**config.mk**
```make
export PLATFORM = sky130hd
export DESIGN_NAME = branch_resolver
export DESIGN_NICKNAME = d
export VERILOG_FILES = /design/src/rtl/branch_pkg.sv /design/src/rtl/pred_fifo.sv /design/src/rtl/branch_resolver.sv
export SDC_FILE = /design/constraint.sdc
export NUM_CORES = 1
export LEC_CHECK = 0
export CAP_MARGIN = 10
export CORE_UTILIZATION = 30
export DETAILED_ROUTE_END_ITERATION = 16
export PLACE_DENSITY = 0.58
export SLEW_MARGIN = 25
export SYNTH_ARGS = -nofsm -noshare
export SYNTH_HDL_FRONTEND = slang
export SYNTH_SLANG_ARGS = --single-unit
```
**constraint.sdc**
```tcl
create_clock -name clk -period 26.5 [get_ports clk]
set_clock_uncertainty 0.05 [all_clocks]
set_input_delay 3.975 -clock clk [delete_from_list [all_inputs] [get_ports clk]]
set_output_delay 3.975 -clock clk [all_outputs]
set_load 0.02 [all_outputs]
```
**src/rtl/branch_pkg.sv**
```systemverilog
// Shared types for the branch resolver: the in-flight prediction entry, redirect reasons,
// and the sequential-PC helper.
package branch_pkg;

    localparam int unsigned PC_W      = 32;
    // Entry targets are held at this width; narrower TARGET_WIDTH values are zero-extended.
    localparam int unsigned TGT_MAX_W = 64;

    typedef struct packed {
        logic [PC_W-1:0]      pc;
        logic                 predTaken;
        logic [TGT_MAX_W-1:0] predTarget;
    } predEntry_t;

    typedef enum logic [1:0] {
        RedirNone      = 2'd0,
        RedirDirection = 2'd1,
        RedirTarget    = 2'd2
    } redirect_reason_e;

    function automatic logic [PC_W-1:0] seq_pc(input logic [PC_W-1:0] pc);
        return pc + PC_W'(4);
    endfunction

endpackage

```
**src/rtl/pred_fifo.sv**
```systemverilog
// Circular buffer of in-flight predictions. Pointers carry one extra wrap bit so a full
// buffer can be told apart from an empty one; flush discards everything still queued.
module pred_fifo #(
    parameter int unsigned DEPTH = 8,
    parameter int unsigned WIDTH = 65
) (
    input  logic             clk_i,
    input  logic             rst_ni,
    input  logic             push_i,
    input  logic [WIDTH-1:0] wdata_i,
    input  logic             pop_i,
    input  logic             flush_i,
    output logic [WIDTH-1:0] rdata_o,
    output logic             full_o,
    output logic             empty_o
);

    localparam int unsigned IdxW = $clog2(DEPTH);
    localparam int unsigned PtrW = IdxW + 1;

    logic [PtrW-1:0]  wr_ptr_q, wr_ptr_d;
    logic [PtrW-1:0]  rd_ptr_q, rd_ptr_d;
    logic [WIDTH-1:0] mem_q [DEPTH];
    logic             do_write;

    assign empty_o  = (wr_ptr_q == rd_ptr_q);
    assign full_o   = (wr_ptr_q[IdxW-1:0] == rd_ptr_q[IdxW-1:0]) &&
                      (wr_ptr_q[PtrW-1] != rd_ptr_q[PtrW-1]);
    assign rdata_o  = mem_q[rd_ptr_q[IdxW-1:0]];
    assign do_write = push_i && !full_o && !flush_i;

    always_comb begin
        wr_ptr_d = wr_ptr_q;
        rd_ptr_d = rd_ptr_q;
        if (flush_i) begin
            // Head pop and discard of the remainder collapse into one pointer move.
            rd_ptr_d = wr_ptr_q;
        end else begin
            if (do_write) begin
                wr_ptr_d = wr_ptr_q + PtrW'(1);
            end
            if (pop_i && !empty_o) begin
                rd_ptr_d = rd_ptr_q + PtrW'(1);
            end
        end
    end

    always_ff @(posedge clk_i or negedge rst_ni) begin
        if (!rst_ni) begin
            wr_ptr_q <= '0;
            rd_ptr_q <= '0;
        end else begin
            wr_ptr_q <= wr_ptr_d;
            rd_ptr_q <= rd_ptr_d;
        end
    end

    always_ff @(posedge clk_i) begin
        if (do_write) begin
            mem_q[wr_ptr_q[IdxW-1:0]] <= wdata_i;
        end
    end

endmodule

```
**src/rtl/branch_resolver.sv**
```systemverilog
// Matches resolved branches against queued predictions, emits the registered training
// update and mispredict redirect. Define BRANCH_STATS_EN to build the statistics counters.
module branch_resolver
    import branch_pkg::*;
#(
    parameter int unsigned DEPTH        = 8,
    parameter int unsigned TARGET_WIDTH = 32
) (
    input  logic                    clk,
    input  logic                    rst,
    input  logic                    fetchValid,
    input  logic [31:0]             fetchPc,
    input  logic                    fetchHit,
    input  logic [TARGET_WIDTH-1:0] fetchTarget,
    output logic                    fetchReady,
    input  logic                    resValid,
    input  logic                    resBranch,
    input  logic                    resTaken,
    input  logic [TARGET_WIDTH-1:0] resTarget,
    output logic                    exBranch,
    output logic                    exTaken,
    output logic [31:0]             exPc,
    output logic [TARGET_WIDTH-1:0] exTarget,
    output logic                    redirect,
    output logic [31:0]             redirectPc,
    output logic [31:0]             statBranches,
    output logic [31:0]             statMispredicts
);

    localparam int unsigned EntryW = PC_W + 1 + TARGET_WIDTH;

    logic                    fifo_full, fifo_empty;
    logic [EntryW-1:0]       fifo_wdata, fifo_rdata;
    logic                    do_push, do_pop;
    logic                    actual_taken, mispredict;
    logic [TGT_MAX_W-1:0]    res_target_ext;
    predEntry_t              head;
    redirect_reason_e        reason;

    logic                    ex_branch_q, ex_branch_d;
    logic                    ex_taken_q, ex_taken_d;
    logic [31:0]             ex_pc_q, ex_pc_d;
    logic [TARGET_WIDTH-1:0] ex_target_q, ex_target_d;
    logic                    redirect_q, redirect_d;
    logic [31:0]             redirect_pc_q, redirect_pc_d;

    assign fetchReady     = !fifo_full;
    assign do_pop         = resValid && !fifo_empty;
    // An enqueue in the mispredict cycle belongs to the wrong path.
    assign do_push        = fetchValid && fetchReady && !mispredict;
    assign fifo_wdata     = {fetchPc, fetchHit, fetchTarget};
    assign actual_taken   = resBranch && resTaken;
    assign res_target_ext = TGT_MAX_W'(resTarget);

    pred_fifo #(
        .DEPTH (DEPTH),
        .WIDTH (EntryW)
    ) u_pred_fifo (
        .clk_i   (clk),
        .rst_ni  (rst),
        .push_i  (do_push),
        .wdata_i (fifo_wdata),
        .pop_i   (do_pop),
        .flush_i (mispredict),
        .rdata_o (fifo_rdata),
        .full_o  (fifo_full),
        .empty_o (fifo_empty)
    );

    always_comb begin
        head.pc         = fifo_rdata[EntryW-1 -: PC_W];
        head.predTaken  = fifo_rdata[TARGET_WIDTH];
        head.predTarget = TGT_MAX_W'(fifo_rdata[TARGET_WIDTH-1:0]);
    end

    always_comb begin
        reason = RedirNone;
        if (do_pop) begin
            if (head.predTaken != actual_taken) begin
                reason = RedirDirection;
            end else if (actual_taken && (head.predTarget != res_target_ext)) begin
                reason = RedirTarget;
            end
        end
    end

    assign mispredict = (reason != RedirNone);

    always_comb begin
        ex_branch_d   = 1'b0;
        ex_taken_d    = 1'b0;
        ex_pc_d       = ex_pc_q;
        ex_target_d   = ex_target_q;
        redirect_d    = mispredict;
        redirect_pc_d = redirect_pc_q;
        if (do_pop) begin
            ex_branch_d = resBranch;
            ex_taken_d  = actual_taken;
            ex_pc_d     = head.pc;
            ex_target_d = resTarget;
        end
        if (mispredict) begin
            redirect_pc_d = actual_taken ? PC_W'(resTarget) : seq_pc(head.pc);
        end
    end

    always_ff @(posedge clk or negedge rst) begin
        if (!rst) begin
            ex_branch_q   <= 1'b0;
            ex_taken_q    <= 1'b0;
            ex_pc_q       <= '0;
            ex_target_q   <= '0;
            redirect_q    <= 1'b0;
            redirect_pc_q <= '0;
        end else begin
            ex_branch_q   <= ex_branch_d;
            ex_taken_q    <= ex_taken_d;
            ex_pc_q       <= ex_pc_d;
            ex_target_q   <= ex_target_d;
            redirect_q    <= redirect_d;
            redirect_pc_q <= redirect_pc_d;
        end
    end

    assign exBranch   = ex_branch_q;
    assign exTaken    = ex_taken_q;
    assign exPc       = ex_pc_q;
    assign exTarget   = ex_target_q;
    assign redirect   = redirect_q;
    assign redirectPc = redirect_pc_q;

`ifdef BRANCH_STATS_EN
    logic [31:0] stat_br_q, stat_br_d;
    logic [31:0] stat_mp_q, stat_mp_d;

    always_comb begin
        stat_br_d = stat_br_q;
        stat_mp_d = stat_mp_q;
        if (do_pop && resBranch && (stat_br_q != '1)) begin
            stat_br_d = stat_br_q + 32'd1;
        end
        if (mispredict && (stat_mp_q != '1)) begin
            stat_mp_d = stat_mp_q + 32'd1;
        end
    end

    always_ff @(posedge clk or negedge rst) begin
        if (!rst) begin
            stat_br_q <= '0;
            stat_mp_q <= '0;
        end else begin
            stat_br_q <= stat_br_d;
            stat_mp_q <= stat_mp_d;
        end
    end

    assign statBranches    = stat_br_q;
    assign statMispredicts = stat_mp_q;
`else
    assign statBranches    = '0;
    assign statMispredicts = '0;
`endif

endmodule

```
**After elaboration in Yosys (flattened, before gate mapping)**

Memory sizes are Yosys's and may differ from the RTL's.
Cells that the tools add are included.

- Register bits after elaboration: 107
- Bits in latches: 0
- Memory bits (writable): 520
- Memory bits (read-only): 0
- Input port bits: 103
- Output and inout port bits: 164
- Word-level logic and storage cells: 43
- Memories: 1

Memories:

| memory | words | bits a word | read ports | clocked after memory_dff | wr ports | RTL line | text |
|---|---|---|---|---|---|---|---|
| u_pred_fifo.mem_q | 8 | 65 | 1 | 0 | 1 | pred_fifo.sv:23 | `logic [WIDTH-1:0] mem_q [DEPTH];` |

- Add/subtract/negate cells: 3
- $mul: 0
- Div/mod/pow operators: 0
- Magnitude comparators: 0
- Equal/unequal tests: 5
- Shift operators: 0
- Multiplexer cells: 10
- Bitwise logic cells: 1
- Reduce and logical (&&, ||, !) cells: 15

Operators by type and width:

| cell | count |
|---|---|
| adder 32 x 3 -> 32 bit (second input constant) | 1 |
| two-way mux 32 bit | 1 |
| inequality test 32 bit | 1 |
| logical AND 1 bit | 9 |
| adder 4 x 1 -> 4 bit (second input constant) | 2 |
| two-way mux 4 bit | 2 |
| two-way mux 2 bit | 3 |
| equality test 4 bit | 1 |
| two-way mux 1 bit | 4 |
| nonzero test 2 bit | 2 |
| equality test 3 bit | 1 |
| zero test 1 bit | 3 |
| inequality test 1 bit | 2 |
| AND reduction 2 bit | 1 |
| NOT 1 bit | 1 |

**Longest topological paths before layout**

An unclocked memory read counts as a cell.

- Word-level depth: 13
- Depth in mapped cells: 15

**Modules after synthesis**

From an unflattened synthesis, not the netlist that was laid out.

- Cell total of the unflattened synthesis: 1,427
- Area total of the unflattened synthesis: 25,533.2 um2

By module, submodules not included:

| module | instances | cells each | area each (um2) | seq. area each (um2) |
|---|---|---|---|---|
| pred_fifo | 1 | 823 | 20,090.5 | 15,815.2 |
| branch_resolver | 1 | 604 | 5,442.7 | 2,477.4 |

**Worst setup path after synthesis**

Ideal clock, no wire load.

- Path type: input to register
- Start point: input port resTarget[23]
- End point: memory u_pred_fifo.mem_q[2][0] (enable)
- Setup time: 0.648 ns
- Arrival time: 11.460 ns
- Slack: 14.342 ns
- Stages on the path: 8
- Buffers on the path: 1
- Cell sequence: a31o_2 -> a2111oi_0 -> nand3_1 -> nand4b_4 -> nand2_2 -> inv_2 -> buf_6 -> nor4_1

- Cells in the longest elaborated chain, start to end: 12

Ends and longest elaborated chain:

| element | RTL line | text |
|---|---|---|
| start: declaration | branch_resolver.sv:19 | `input logic [TARGET_WIDTH-1:0] resTarget,` |
| inequality test 32 bit * | branch_resolver.sv:81 | `end else if (actual_taken && (head.predTarget != res_target_ext)) begin` |
| logical AND 1 bit * | branch_resolver.sv:81 |  |
| two-way mux 2 bit * | branch_resolver.sv:81 |  |
| two-way mux 2 bit * | branch_resolver.sv:79 | `if (head.predTaken != actual_taken) begin` |
| two-way mux 2 bit * | branch_resolver.sv:78 | `if (do_pop) begin` |
| nonzero test 2 bit * | branch_resolver.sv:87 | `assign mispredict = (reason != RedirNone);` |
| via mispredict | branch_resolver.sv:35 | `logic actual_taken, mispredict;` |
| zero test 1 bit * | pred_fifo.sv:30, branch_resolver.sv:50 |  |
| logical AND 1 bit | branch_resolver.sv:50 | `assign do_push = fetchValid && fetchReady && !mispredict;` |
| logical AND 1 bit | pred_fifo.sv:30 | `assign do_write = push_i && !full_o && !flush_i;` |
| logical AND 1 bit * | pred_fifo.sv:30 |  |
| two-way mux 1 bit * | pred_fifo.sv:59 | `if (do_write) begin` |
| two-way mux 1 bit (not written as such) * | pred_fifo.sv:60 | `mem_q[wr_ptr_q[IdxW-1:0]] <= wdata_i;` |
| end: declaration | pred_fifo.sv:23 |  |

Mark *: on every way through the listed nets, which the timed path passes. The rest lies on a longest branch.

**Worst setup path after layout**

- Start point: input port resTarget[17]
- End point: memory u_pred_fifo.mem_q[4][36] (enable)

- Cells in the longest elaborated chain, start to end: 12

Ends and longest elaborated chain:

| element | RTL line |
|---|---|
| inequality test 32 bit * | branch_resolver.sv:81 |
| logical AND 1 bit * | branch_resolver.sv:81 |
| two-way mux 2 bit * | branch_resolver.sv:81 |
| two-way mux 2 bit * | branch_resolver.sv:79 |
| two-way mux 2 bit * | branch_resolver.sv:78 |
| nonzero test 2 bit * | branch_resolver.sv:87 |
| zero test 1 bit * | pred_fifo.sv:30, branch_resolver.sv:50 |
| logical AND 1 bit | branch_resolver.sv:50 |
| logical AND 1 bit | pred_fifo.sv:30 |
| logical AND 1 bit * | pred_fifo.sv:30 |
| two-way mux 1 bit * | pred_fifo.sv:59 |
| two-way mux 1 bit (not written as such) * | pred_fifo.sv:60 |

Every way passes the cells marked *; elsewhere a longest branch is shown, timed or not.

==> impl_metrics.ini <==
[run_status]
status = finished, final reports clean

[clock_tree]
clock-sinks = 627
clock_latency_ns = 0.60
root_buffer = clkbuf_16
cts_tree = done
cts_resized = 0
cts_hold_buf = 0
cts_max_level = 3
cts-buffers-inserted = 68
cts_setup_buffers = 0
clk_pin_slew_ns = 0.05
cts_buffer_depth = 3

[grt]
grt_overflow = 0
grt_usage_pct = 16.12
grt_max_degree = 60
antenna_found_initial = 17
grt_pass1_wl_mm = 101.1
grt_pass1_vias = 14130

[layout]
nNetsFinal = 1796
drive_above_1_share_pct = 17.10
syn2layout_area_growth_pct = 19.47
final_util_pct = 36.31

[power]
peakVddDrop_v = 0.00005341
p_leak_uw = 0.01091
powerDensity_mw_per_mm2 = 114.5
power.total_uw = 3556

[flow_run]
maxCapViolations = 0

[worst_setup_path]
startpoint_type = primary input
worstSetupPathType = in -> reg
cp.arrival_ns = 7.90
cp.required_ns = 26.65
end_kind = flip-flop
ff2ff_setup_slack_ns = 19.62
crit_fanout = 45

[synthesis]
avgSynthCellArea_sq_um = 17.81
synth_top_family_by_area = multiplexers
synth-xor-area-share_pct = 1.988
yosys_warnings = 0
synth_compound_area_share_pct = 2.830
synth_top_area_share_pct = 60.06
mappedNetlistArea_sq_mm = 0.02600
ys_ff_latch = 627
ys_seq_area_share_pct = 70.36
synth_mux_area_share_pct = 15.24
synthFlopType = edfxtp_1
synth_top_cell_by_area = edfxtp_1
synthSimpleGateAreaFrac_pct = 5.183
synthArstFlopShare_pct = 17.07
synth_edf_count = 520
synth.lib_cells_used.distinct = 66
synthCells = 1460
synthAdderAreaFrac_pct = 0.1444
synth_common_cells = edfxtp_1 (520), nand2_1 (166), dfrtp_1 (107)
synth.area.top_cells = edfxtp_1 (60%), dfrtp_1 (10%), mux4_2 (8.6%)
synth_most_common_cell = edfxtp_1

[floorplan]
die_area_sq_mm = 0.08784
rows = 107
die_y_um = 296.4
chipWidth_um = 296.4
start_util_pct = 30.39
core_sq_mm = 0.08555
io_pins = 267

[hold_path]
min_path_type = reg -> reg

[place]
post-dp-hpwl_mm = 47.24
gp_congestion = 0.8142
port_buffers = 202

[sta]
grt_setup_unrepaired = false
finalSetupTns_ns = 0
setup_viol = 0
hold_viol_final = 0
hold_ws_ns = 0.4258
slew_headroom_pct = 35.55
slew_viol_final = 0
fin_crit_sh_pct = 29.22
fmax_ghz = 0.1291
min_period_ns = 7.743
tightest_slew_ns = 0.9399

[routing]
wl_per_cell_um = 24.38
dr.pass1.iters = 5
vias_per_cell = 4.771
vias = 13800
drcViolationCount = 0
routed_wl_mm = 70.50
drt_iter0_markers = 1089
route.antenna.remaining_nets = 0
routing by layer:
layer  vias to the layer above  share of wire [%]  track usage (%)
li1                       6013                  -                -
met1                      7133                 43            21.29
met2                       515                 45            24.82
met3                       116                8.8            5.327
met4                        20                2.9            5.532
met5                         -               0.17                0
kinds of logic (layout without fill, tap and decap cells):
family                     count (synthesis)  after routing
and+or+nand+nor                          274            274
buffers and inverters                    141            361
AOI/OAI and AO/OA                        115            115
DFF                                      627            627
adders and majority gates                  3              3
other                                      1             69
xor gates and xnor gates                  59             59
muxes                                    240            240
flip-flops by register name (all words and copies together), names as in the netlist:
signal                count
exBranch                  1
u_pred_fifo.rd_ptr_q      4
exTaken                   1
exTarget                 32
redirect                  1
u_pred_fifo.wr_ptr_q      4
redirectPc               32
u_pred_fifo.mem_q       520
exPc                     32
worst max-delay path: stages:
cell and delay [ns]:
clkdlybuf4s50_1 0.63, xnor2_1 0.16, a2111oi_0 0.57, nand3_1 0.16, nand4b_4 0.30, nand2_2 0.17
inv_2 0.05, buf_4 0.36, nor2_4 0.70, buf_4 0.70
area by class of cell:
class	instances	area, sq um
clock buffers	96	1943
diodes	5	12.51
well taps	1144	1431
clock inverters	27	214.0
inverters	6	22.52
repair buffers	232	2246
fillers	7928	54490
multi-input cells	755	6887
flip-flops and latches	627	18300
report_power, final:
group          internal (uW)  switching [uW]  total, uW
clock network            541             373        914
logic                    537             727       1260
registers               1270             111       1380
worst paths after layout:
check	cells past startpoint	start	end
max in group asynchronous	2	rst	u_pred_fifo.rd_ptr_q[2]$_DFFE_PN0P_
max	10	resTarget[17]	u_pred_fifo.mem_q[4][36]$_DFFE_PP_
max reg2reg	13	u_pred_fifo.rd_ptr_q[0]$_DFFE_PN0P_	u_pred_fifo.mem_q[4][36]$_DFFE_PP_
min	2	exPc[1]$_DFFE_PN0P_	exPc[1]$_DFFE_PN0P_
min reg2reg	2	exPc[1]$_DFFE_PN0P_	exPc[1]$_DFFE_PN0P_
min in group asynchronous	1	rst	redirectPc[0]$_DFFE_PN0P_
per-stage QoR:
step	cells	area (sq um)	setup WS, ns
floorplan	1523	26230	14.34
global placement	2763	28890	18.14
detailed placement	2763	28890	18.10
CTS	2886	31040	18.71
global route	2889	31050	18.58
finish	2892	31060	18.76
placed cells by master (no fill, tap or decap), types with 13 or more instances in the layout:
cell / Yosys / routed
nand2_1: 166 / 166
clkbuf_1: 16 / 20
mux2i_1: 92 / 92
xnor2_1: 24 / 24
dfrtp_1: 107 / 104
edfxtp_1: 520 / 520
conb_1: 1 / 64
a21oi_1: 25 / 25
nor2_1: 31 / 29
clkbuf_16: 0 / 73
clkdlybuf4s50_1: 0 / 201
mux2_4: 29 / 29
xor2_1: 35 / 35
o21ai_0: 43 / 43
buf_4: 71 / 29
nand3_1: 13 / 13
mux4_2: 99 / 99
a22oi_1: 18 / 18
Power figures use the tool's default switching activity.
